[config.mk]
export PLATFORM = sky130hd
export DESIGN_NAME = axby_host_if
export DESIGN_NICKNAME = d
export VERILOG_FILES = /design/src/rtl/axby_host_if.sv
export SDC_FILE = /design/constraint.sdc
export NUM_CORES = 1
export LEC_CHECK = 0
export CAP_MARGIN = 30
export CORE_AREA = 2 2 70 72
export DETAILED_ROUTE_END_ITERATION = 16
export DIE_AREA = 0 0 72 74
export PLACE_DENSITY = 0.89
export SYNTH_ARGS = -nofsm -noshare
export SYNTH_HDL_FRONTEND = slang
export SYNTH_SLANG_ARGS = --single-unit
[constraint.sdc]
create_clock -name clk -period 4.1 [get_ports clk]
set_input_delay 0.82 -clock clk [delete_from_list [all_inputs] [get_ports clk]]
set_output_delay 0.82 -clock clk [all_outputs]
set_load 0.02 [all_outputs]
[src/rtl/axby_host_if.sv]
// axby_host_if: host-side load/run/readout interface for an N-operand core.
// Two asynchronous active-low host strobes are synchronized and edge-detected.
// Operands are loaded one per write, and the core is started. The result is
// then read back W bits at a time, least-significant chunk first.
// Optional: define AXBY_HOST_IF_ERR_EN to add the sticky protocol-error output err.
module axby_host_if #(
    parameter int unsigned W  = 8,
    parameter int unsigned N  = 2,
    parameter int unsigned RW = 16
) (
    input  logic           clk,
    input  logic           reset,
    input  logic           WR_b,
    input  logic           RD_b,
    input  logic [W-1:0]   din,
    output logic [N*W-1:0] opnd,
    output logic           start,
    input  logic           done,
    input  logic [RW-1:0]  result,
    output logic [W-1:0]   dout,
    output logic           RDYP,
    output logic           busy
`ifdef AXBY_HOST_IF_ERR_EN
    ,
    output logic           err
`endif
);

    localparam int unsigned NCH = RW / W;
    localparam int unsigned IW  = (N > 1) ? $clog2(N) : 1;
    localparam int unsigned CW  = (NCH > 1) ? $clog2(NCH) : 1;

    typedef enum logic [1:0] {StLoad, StRun, StReady} state_e;

    // Synchronizer and edge-detect state.
    logic [1:0] wr_s_q, rd_s_q;
    logic [1:0] settle_q;
    logic       wr_hi_q, rd_hi_q;
    logic       wr_p, rd_p;

    // Control and datapath state.
    state_e         state_q, state_d;
    logic [IW-1:0]  idx_q, idx_d;
    logic [CW-1:0]  ch_q, ch_d, ch_nxt;
    logic [N*W-1:0] opnd_q, opnd_d;
    logic [RW-1:0]  cap_q, cap_d;
    logic [W-1:0]   dout_q, dout_d;
    logic           start_q, start_d;
    logic           rdyp_q, rdyp_d;
    logic           busy_q, busy_d;
`ifdef AXBY_HOST_IF_ERR_EN
    logic           err_q, err_d;
`endif

    // Two-flop strobe synchronizers. settle_q marks when stage 2 holds a real
    // sample, so a strobe held low across reset release is never mistaken for
    // a fresh falling edge.
    always_ff @(posedge clk or posedge reset) begin
        if (reset) begin
            wr_s_q   <= 2'b11;
            rd_s_q   <= 2'b11;
            settle_q <= 2'b00;
            wr_hi_q  <= 1'b0;
            rd_hi_q  <= 1'b0;
        end else begin
            wr_s_q   <= {wr_s_q[0], WR_b};
            rd_s_q   <= {rd_s_q[0], RD_b};
            settle_q <= {settle_q[0], 1'b1};
            wr_hi_q  <= wr_s_q[1] & settle_q[1];
            rd_hi_q  <= rd_s_q[1] & settle_q[1];
        end
    end

    assign wr_p = wr_hi_q & ~wr_s_q[1];
    assign rd_p = rd_hi_q & ~rd_s_q[1];

    // Next-state logic for load / run / readout sequencing.
    always_comb begin
        state_d = state_q;
        idx_d   = idx_q;
        ch_d    = ch_q;
        opnd_d  = opnd_q;
        cap_d   = cap_q;
        dout_d  = dout_q;
        start_d = 1'b0;
        rdyp_d  = rdyp_q;
        busy_d  = busy_q;
`ifdef AXBY_HOST_IF_ERR_EN
        err_d   = err_q;
`endif
        ch_nxt  = ch_q + CW'(1);
        unique case (state_q)
            StLoad: begin
`ifdef AXBY_HOST_IF_ERR_EN
                if (wr_p) err_d = 1'b0;
                if (rd_p) err_d = 1'b1;
`endif
                if (wr_p) begin
                    opnd_d[idx_q*W +: W] = din;
                    if (idx_q == IW'(N - 1)) begin
                        idx_d   = '0;
                        state_d = StRun;
                        start_d = 1'b1;
                        busy_d  = 1'b1;
                    end else begin
                        idx_d = idx_q + IW'(1);
                    end
                end
            end
            StRun: begin
`ifdef AXBY_HOST_IF_ERR_EN
                if (wr_p) err_d = 1'b1;
`endif
                // done in the start cycle belongs to a stale operation
                if (done && !start_q) begin
                    cap_d   = result;
                    dout_d  = result[W-1:0];
                    ch_d    = '0;
                    rdyp_d  = 1'b1;
                    busy_d  = 1'b0;
                    state_d = StReady;
                end
            end
            StReady: begin
                if (wr_p) begin
                    // A write abandons the readout and begins a new load.
                    opnd_d[W-1:0] = din;
                    rdyp_d = 1'b0;
                    ch_d   = '0;
                    if (N == 1) begin
                        idx_d   = '0;
                        state_d = StRun;
                        start_d = 1'b1;
                        busy_d  = 1'b1;
                    end else begin
                        idx_d   = IW'(1);
                        state_d = StLoad;
                    end
                end else if (rd_p) begin
                    if (ch_q == CW'(NCH - 1)) begin
                        ch_d    = '0;
                        rdyp_d  = 1'b0;
                        state_d = StLoad;
                    end else begin
                        ch_d   = ch_nxt;
                        dout_d = cap_q[ch_nxt*W +: W];
                    end
                end
            end
            default: state_d = StLoad;
        endcase
    end

    // Register all control state and outputs.
    always_ff @(posedge clk or posedge reset) begin
        if (reset) begin
            state_q <= StLoad;
            idx_q   <= '0;
            ch_q    <= '0;
            opnd_q  <= '0;
            cap_q   <= '0;
            dout_q  <= '0;
            start_q <= 1'b0;
            rdyp_q  <= 1'b0;
            busy_q  <= 1'b0;
`ifdef AXBY_HOST_IF_ERR_EN
            err_q   <= 1'b0;
`endif
        end else begin
            state_q <= state_d;
            idx_q   <= idx_d;
            ch_q    <= ch_d;
            opnd_q  <= opnd_d;
            cap_q   <= cap_d;
            dout_q  <= dout_d;
            start_q <= start_d;
            rdyp_q  <= rdyp_d;
            busy_q  <= busy_d;
`ifdef AXBY_HOST_IF_ERR_EN
            err_q   <= err_d;
`endif
        end
    end

    assign opnd  = opnd_q;
    assign start = start_q;
    assign dout  = dout_q;
    assign RDYP  = rdyp_q;
    assign busy  = busy_q;
`ifdef AXBY_HOST_IF_ERR_EN
    assign err   = err_q;
`endif

endmodule

Word level (Yosys, flattened, before mapping)
Cells that the tools add are included.
Cells by class
  add/subtract/negate cells: 3
  muxes and demuxes: 36
  shift operators: 3
  bitwise gates (word level): 6
  reduce and logical (&&, ||, !) cells: 14
  eq/ne operators: 11
Operator list (count)
  8-bit two-way mux: 6
  4-bit negation with 34-bit output: 1
  8-bit by 34-bit variable shift with 16-bit output (first input constant): 1
  8-bit by 34-bit indexed part select with 16-bit output: 1
  8-bit case mux with 2 select lines: 2
  16-bit bitwise mux: 1
  1-bit two-way mux: 16
  16-bit by 5-bit indexed part select with 8-bit output: 1
  2-bit inequality test (second input constant): 7
  2-bit two-way mux: 6
  5-bit AND reduction: 2
  1-bit case mux with 2 select lines: 4
  4-bit AND reduction: 2
  3-bit inequality test (second input constant): 2
  2-bit case mux with 3 select lines: 1
  3-bit AND reduction: 2
  2-bit nonzero test: 3
  1-bit AND: 4
  2-bit AND reduction: 2
  1-bit adder (second input constant): 2
  2-bit by 1-bit == test with 1-bit output (second input constant): 1
  2-bit == test (second input constant): 1
  2-bit logical NOT: 1
  1-bit inverter: 2
  other kinds (2): 2
Storage, ports and cells
  word-level logic and storage cells: 88
  bits in registers: 55
  output and inout port bits: 27
  bits of input ports: 29

Depth between registers and ports, before layout
  word-level depth: 6
  depth in mapped cells: 4
  mapped depth without buffers: 3

Worst setup path before layout
OpenSTA, ideal clock, no wires.
  path type: input to register
  from: input port done
  to: register dout_q[0], in the netlist dout[0]
  path slack: 2.335 ns
  arrival: 1.640 ns
  setup time: 0.125 ns
  required time: 3.975 ns
  path buffers: 1
  stages: 4
  path through: and4bb_1 -> a31o_2 -> buf_6 -> mux2_4
Between the ends
  cells in the longest elaborated chain, start to end: 3
Ends and longest elaborated chain
  start, declared: RTL line 18  | input logic done,
  1-bit logical AND: RTL line 115  | if (done && !start_q) begin
  2-bit inequality test (no line)
  5-bit AND reduction (no line)
  end signal, assigned: RTL line 175  | dout_q <= dout_d;
  end, declared: RTL line 47  | logic [W-1:0] dout_q, dout_d;
Every way passes these cells.
A chain may end at the register's enable or synchronous reset.

Final worst setup path
  from: input port done
  to: register dout_q[7], in the netlist dout[7]
Same word-level chain as after synthesis.

==> summary.md <==
The flow ran to the end, and the final reports show no timing, DRC or antenna violations. The run gives 40 as the pin count of the biggest net entering global routing. The routed length per instance came out at 16.2 µm. Traced cell by cell, the critical path runs through clkdlybuf4s50_1 > and4bb_1 > a31o_2 > mux2_4. After detailed routing, the number of remaining DRC violations is 0.

The net count of the finished layout is 236. The library cell occupying the most area in the post-synthesis netlist is sky130_fd_sc_hd__dfrtp_1. For the cts-stage hold buffer count, the log shows 0.

By area, the combinational part of the netlist is dominated by multiplexers. Via count of the first global-routing pass: 1448. Timing analysis after detailed placement gives a worst setup slack of 1.52 ns.

After detailed routing, the number of vias per cell comes to 5.21. The synthesized-area fraction occupied by xor and xnor cells works out to 0%. The register area was 1380 µm²; the remaining antenna violation count after routing was 0. The critical path is of the in -> reg type. 56 I/O pins were placed. Insertion delay to the later sink of the worst-skew pair: 0.31 ns. The synthesized design contains 55 register bits. STA classifies the critical path endpoint as a flip-flop. TritonCTS built the clock tree. Measured along the y axis, the die boundary spans 74 µm. Of the cells placed in the final design, the portion with a size suffix greater than 1 is 34.1%. In this run the horizontal extent of the chip is 72 µm. The slowest stage of the critical path is the sky130_fd_sc_hd__clkdlybuf4s50_1 cell. VDD sags by at most 0.000513 V. Summing the areas of all compound-gate instances in the mapped netlist gives 2.78% of the synthesized area. The global placement routability congestion was 0.688; the fmax was 446 MHz.

The tools report the maximum level of the CTS H-tree as 2. The logs give 0 for the final setup violation count and 1.86 ns for the worst path setup slack after routing. The run gives 4600 µm² as the core area. Setup repair after global routing left no endpoint under its margin.

0 antenna diodes ended up in the layout. The proportion of power drawn by the clock network is 16.7%, and the power per standard cell area is 735 nW/µm². Detailed router's first-iteration violation count: 40. Worst relative slew slack: 62.2%. After clock tree synthesis, the clock-pin slew on the worst setup and hold paths is 0.10 ns. The area of the multi-input gates was 880 µm².

The actual transition at the worst max-transition pin is 0.565 ns, and the first-pass GRT wire length is 6890 µm. Global routing used 17.1% of the available tracks. The count of vias placed by the detailed router was 1366; the internal reg-to-reg setup slack was 2.34 ns.

The row count was 25. After synthesis, the mean cell area works out to 15.7 µm². The count of fill cells added during filler insertion came out at 356.

The tools report the count of endpoints failing hold in the final timing report as 0. By area the synthesized netlist is led by sky130_fd_sc_hd__dfrtp_1, sky130_fd_sc_hd__mux2_2, sky130_fd_sc_hd__mux2_4. Clock skew on the completed layout was measured at 0.0114 ns.

The tools report the total internal power as 1.53 mW. The number of buffers inserted by port buffering is 55. For the data arrival time of the critical path, the log shows 2.44 ns. The required time of the critical path was 4.30 ns; the net count after synthesis was 178.

The gate count after technology mapping was 149. The tree is rooted in a sky130_fd_sc_hd__clkbuf_8. The first TritonRoute pass finished after 4 iterations.

The ratio of final minimum period to clock period is 54.6%. Registers are responsible for 41.1% of the overall power. The total congestion overflow after global routing was 0; the starting utilization of the core area was 50.8%. The clock period minus worst slack was 2.24 ns; the unique cell type count in the Yosys netlist was 30.

The routed design has 4240 µm of wire. In this run the deepest clock path goes through 2 buffers. The fraction of synthesized cell area taken by the top area cell type is 54.6%, and the static leakage power is 1.33 nW. The post-synthesis simple-gate area fraction was 5.30%; the post-synthesis to final-layout area growth was 30.2%. The worst setup path is launched from an input pin. The mux share of post-synthesis cell area is 29.4%. The tightest min-delay check is of the reg -> reg type. Buffers added to address setup during post-CTS repair amount to 0. Detailed placement finished with a half-perimeter wire length of 2970 µm. Number of slew-limit violations in the final report: 0. Yosys synthesis warning count: 0.

Design area: 3040 µm². After Yosys synthesis, full adders, half adders and majority gates account for 0% of the synthesized area. On the worst path, the slowest cell contributes a delay of 0.47 ns. The number of buffers inserted during clock tree synthesis was 5.

Count of clock tree sinks: 55. The tools report the number of antenna violations at the first check in global routing as 0. In this run the cell area of the synthesized design comes to 2340 µm².

Of the synthesized area, sequential elements account for 59.1%. The maximum net fanout on the critical path came out at 9. The share of power burned in combinational logic is 42.2%. After routing, the total negative slack on setup checks comes to 0 ns.

The tools report the post-cts sizing count as 0. The placed instances occupy a cell area of 2930 µm². Max-cap violations in this run came to 0. The design draws 2.24 mW. The die covers 5330 µm².

In this run switching power makes up 31.8% of total power. In this run the power spent charging and discharging nets is 0.711 mW.
[cell usage in the layout, fill, tap and decap left out, types with 2 or more instances in the layout]
cell	instances
sky130_fd_sc_hd__clkbuf_8	5
sky130_fd_sc_hd__nand2b_1	3
sky130_fd_sc_hd__and2_1	2
sky130_fd_sc_hd__dfrtp_1	51
sky130_fd_sc_hd__mux2_1	6
sky130_fd_sc_hd__nand3b_1	2
sky130_fd_sc_hd__mux2_4	15
sky130_fd_sc_hd__nand2_1	2
sky130_fd_sc_hd__inv_1	4
sky130_fd_sc_hd__clkdlybuf4s50_1	55
sky130_fd_sc_hd__dfstp_2	4
sky130_fd_sc_hd__o21ai_0	2
sky130_fd_sc_hd__mux2_2	35
[logic make-up after synthesis]
family	Yosys count
multiplexers	56
buffers and inverters	11
AND/OR/NAND/NOR	17
flip-flops	55
other	1
AO/OA/AOI/OAI	9
[per-stage QoR]
stage,util [%],cells,hold slack (ns)
2_1_floorplan,-,149,0.331
3_3_place_gp,63.2,253,0.333
3_5_place_dp,63.6,254,0.339
4_1_cts,66.2,262,0.364
5_1_grt,66.2,262,0.368
6_report,66.2,262,0.359
[metal layers]
layer  vias up  GRT usage (%)  routed length (µm)
met2        50           28.5                2040
met5         -              0                   0
met4         0           3.77                  40
met3         5           6.37                 347
met1       680           21.6                1810
li1        631              -                   -
[sequential cells by signal, indices dropped and copies added (netlist names)]
name      cells
RDYP          1
busy          1
cap_q        16
ch_q          1
dout          8
idx_q         1
opnd         16
rd_hi_q       1
rd_s_q        2
settle_q      2
start         1
state_q       2
wr_hi_q       1
wr_s_q        2
[worst max-delay path: cells and delay by family]
family / cells / cell delay (ns)
compound gates: 1 / 0.37
buf+inv: 1 / 0.47
simple gates: 1 / 0.44
mux: 1 / 0.33
[power by group through the flow]
stage / clock [mW] / sequential (mW) / combinational, mW
2_1_floorplan: 0 / 1.05 / 0.474
3_3_place_gp: 0 / 0.920 / 0.925
3_5_place_dp: 0 / 0.928 / 0.951
4_1_cts: 0.384 / 0.921 / 0.957
5_1_grt: 0.406 / 0.946 / 1.01
6_report: 0.374 / 0.920 / 0.944
[cells in the mapped netlist]
cell type and instances:
sky130_fd_sc_hd__mux2_1 6, sky130_fd_sc_hd__o21ai_0 2, sky130_fd_sc_hd__mux2_2 35, sky130_fd_sc_hd__and4bb_1 1, sky130_fd_sc_hd__a41oi_1 1, sky130_fd_sc_hd__nor3b_2 1, sky130_fd_sc_hd__nand3b_1 2, sky130_fd_sc_hd__nand2_1 2
sky130_fd_sc_hd__nor2b_1 1, sky130_fd_sc_hd__a31oi_1 1, sky130_fd_sc_hd__and2b_4 1, sky130_fd_sc_hd__and3b_2 1, sky130_fd_sc_hd__mux2_4 15, sky130_fd_sc_hd__o21a_1 1, sky130_fd_sc_hd__nand2b_1 3, sky130_fd_sc_hd__buf_12 1
sky130_fd_sc_hd__conb_1 1, sky130_fd_sc_hd__and2_1 2, sky130_fd_sc_hd__nand3_1 1, sky130_fd_sc_hd__buf_2 3, sky130_fd_sc_hd__a21o_1 1, sky130_fd_sc_hd__buf_6 2, sky130_fd_sc_hd__dfrtp_1 51, sky130_fd_sc_hd__or2_2 1
sky130_fd_sc_hd__o21bai_1 1, sky130_fd_sc_hd__a31o_2 1, sky130_fd_sc_hd__inv_1 5, sky130_fd_sc_hd__o21ai_2 1, sky130_fd_sc_hd__nor3b_1 1, sky130_fd_sc_hd__dfstp_2 4
[final cells by class]
cell class,count,area share (%)
Timing Repair Buffer,57,19.0
Inverter,5,0.617
Clock buffer,5,2.26
Multi-Input combinational cell,83,28.9
Sequential cell,55,45.4
Clock inverter,3,1.64
Tap cell,54,2.22
[final timing paths]
kind	startpoint	to	cells after the start
min in group asynchronous	reset	opnd[1]	2
worst max register to register	state_q[1]	dout[7]	3
worst min-delay path	settle_q[0]	settle_q[1]	0
max in group asynchronous	reset	wr_s_q[1]	3
worst min register to register	settle_q[0]	settle_q[1]	0
worst max-delay path	done	dout[7]	4
(Power assumes the default switching activity.)
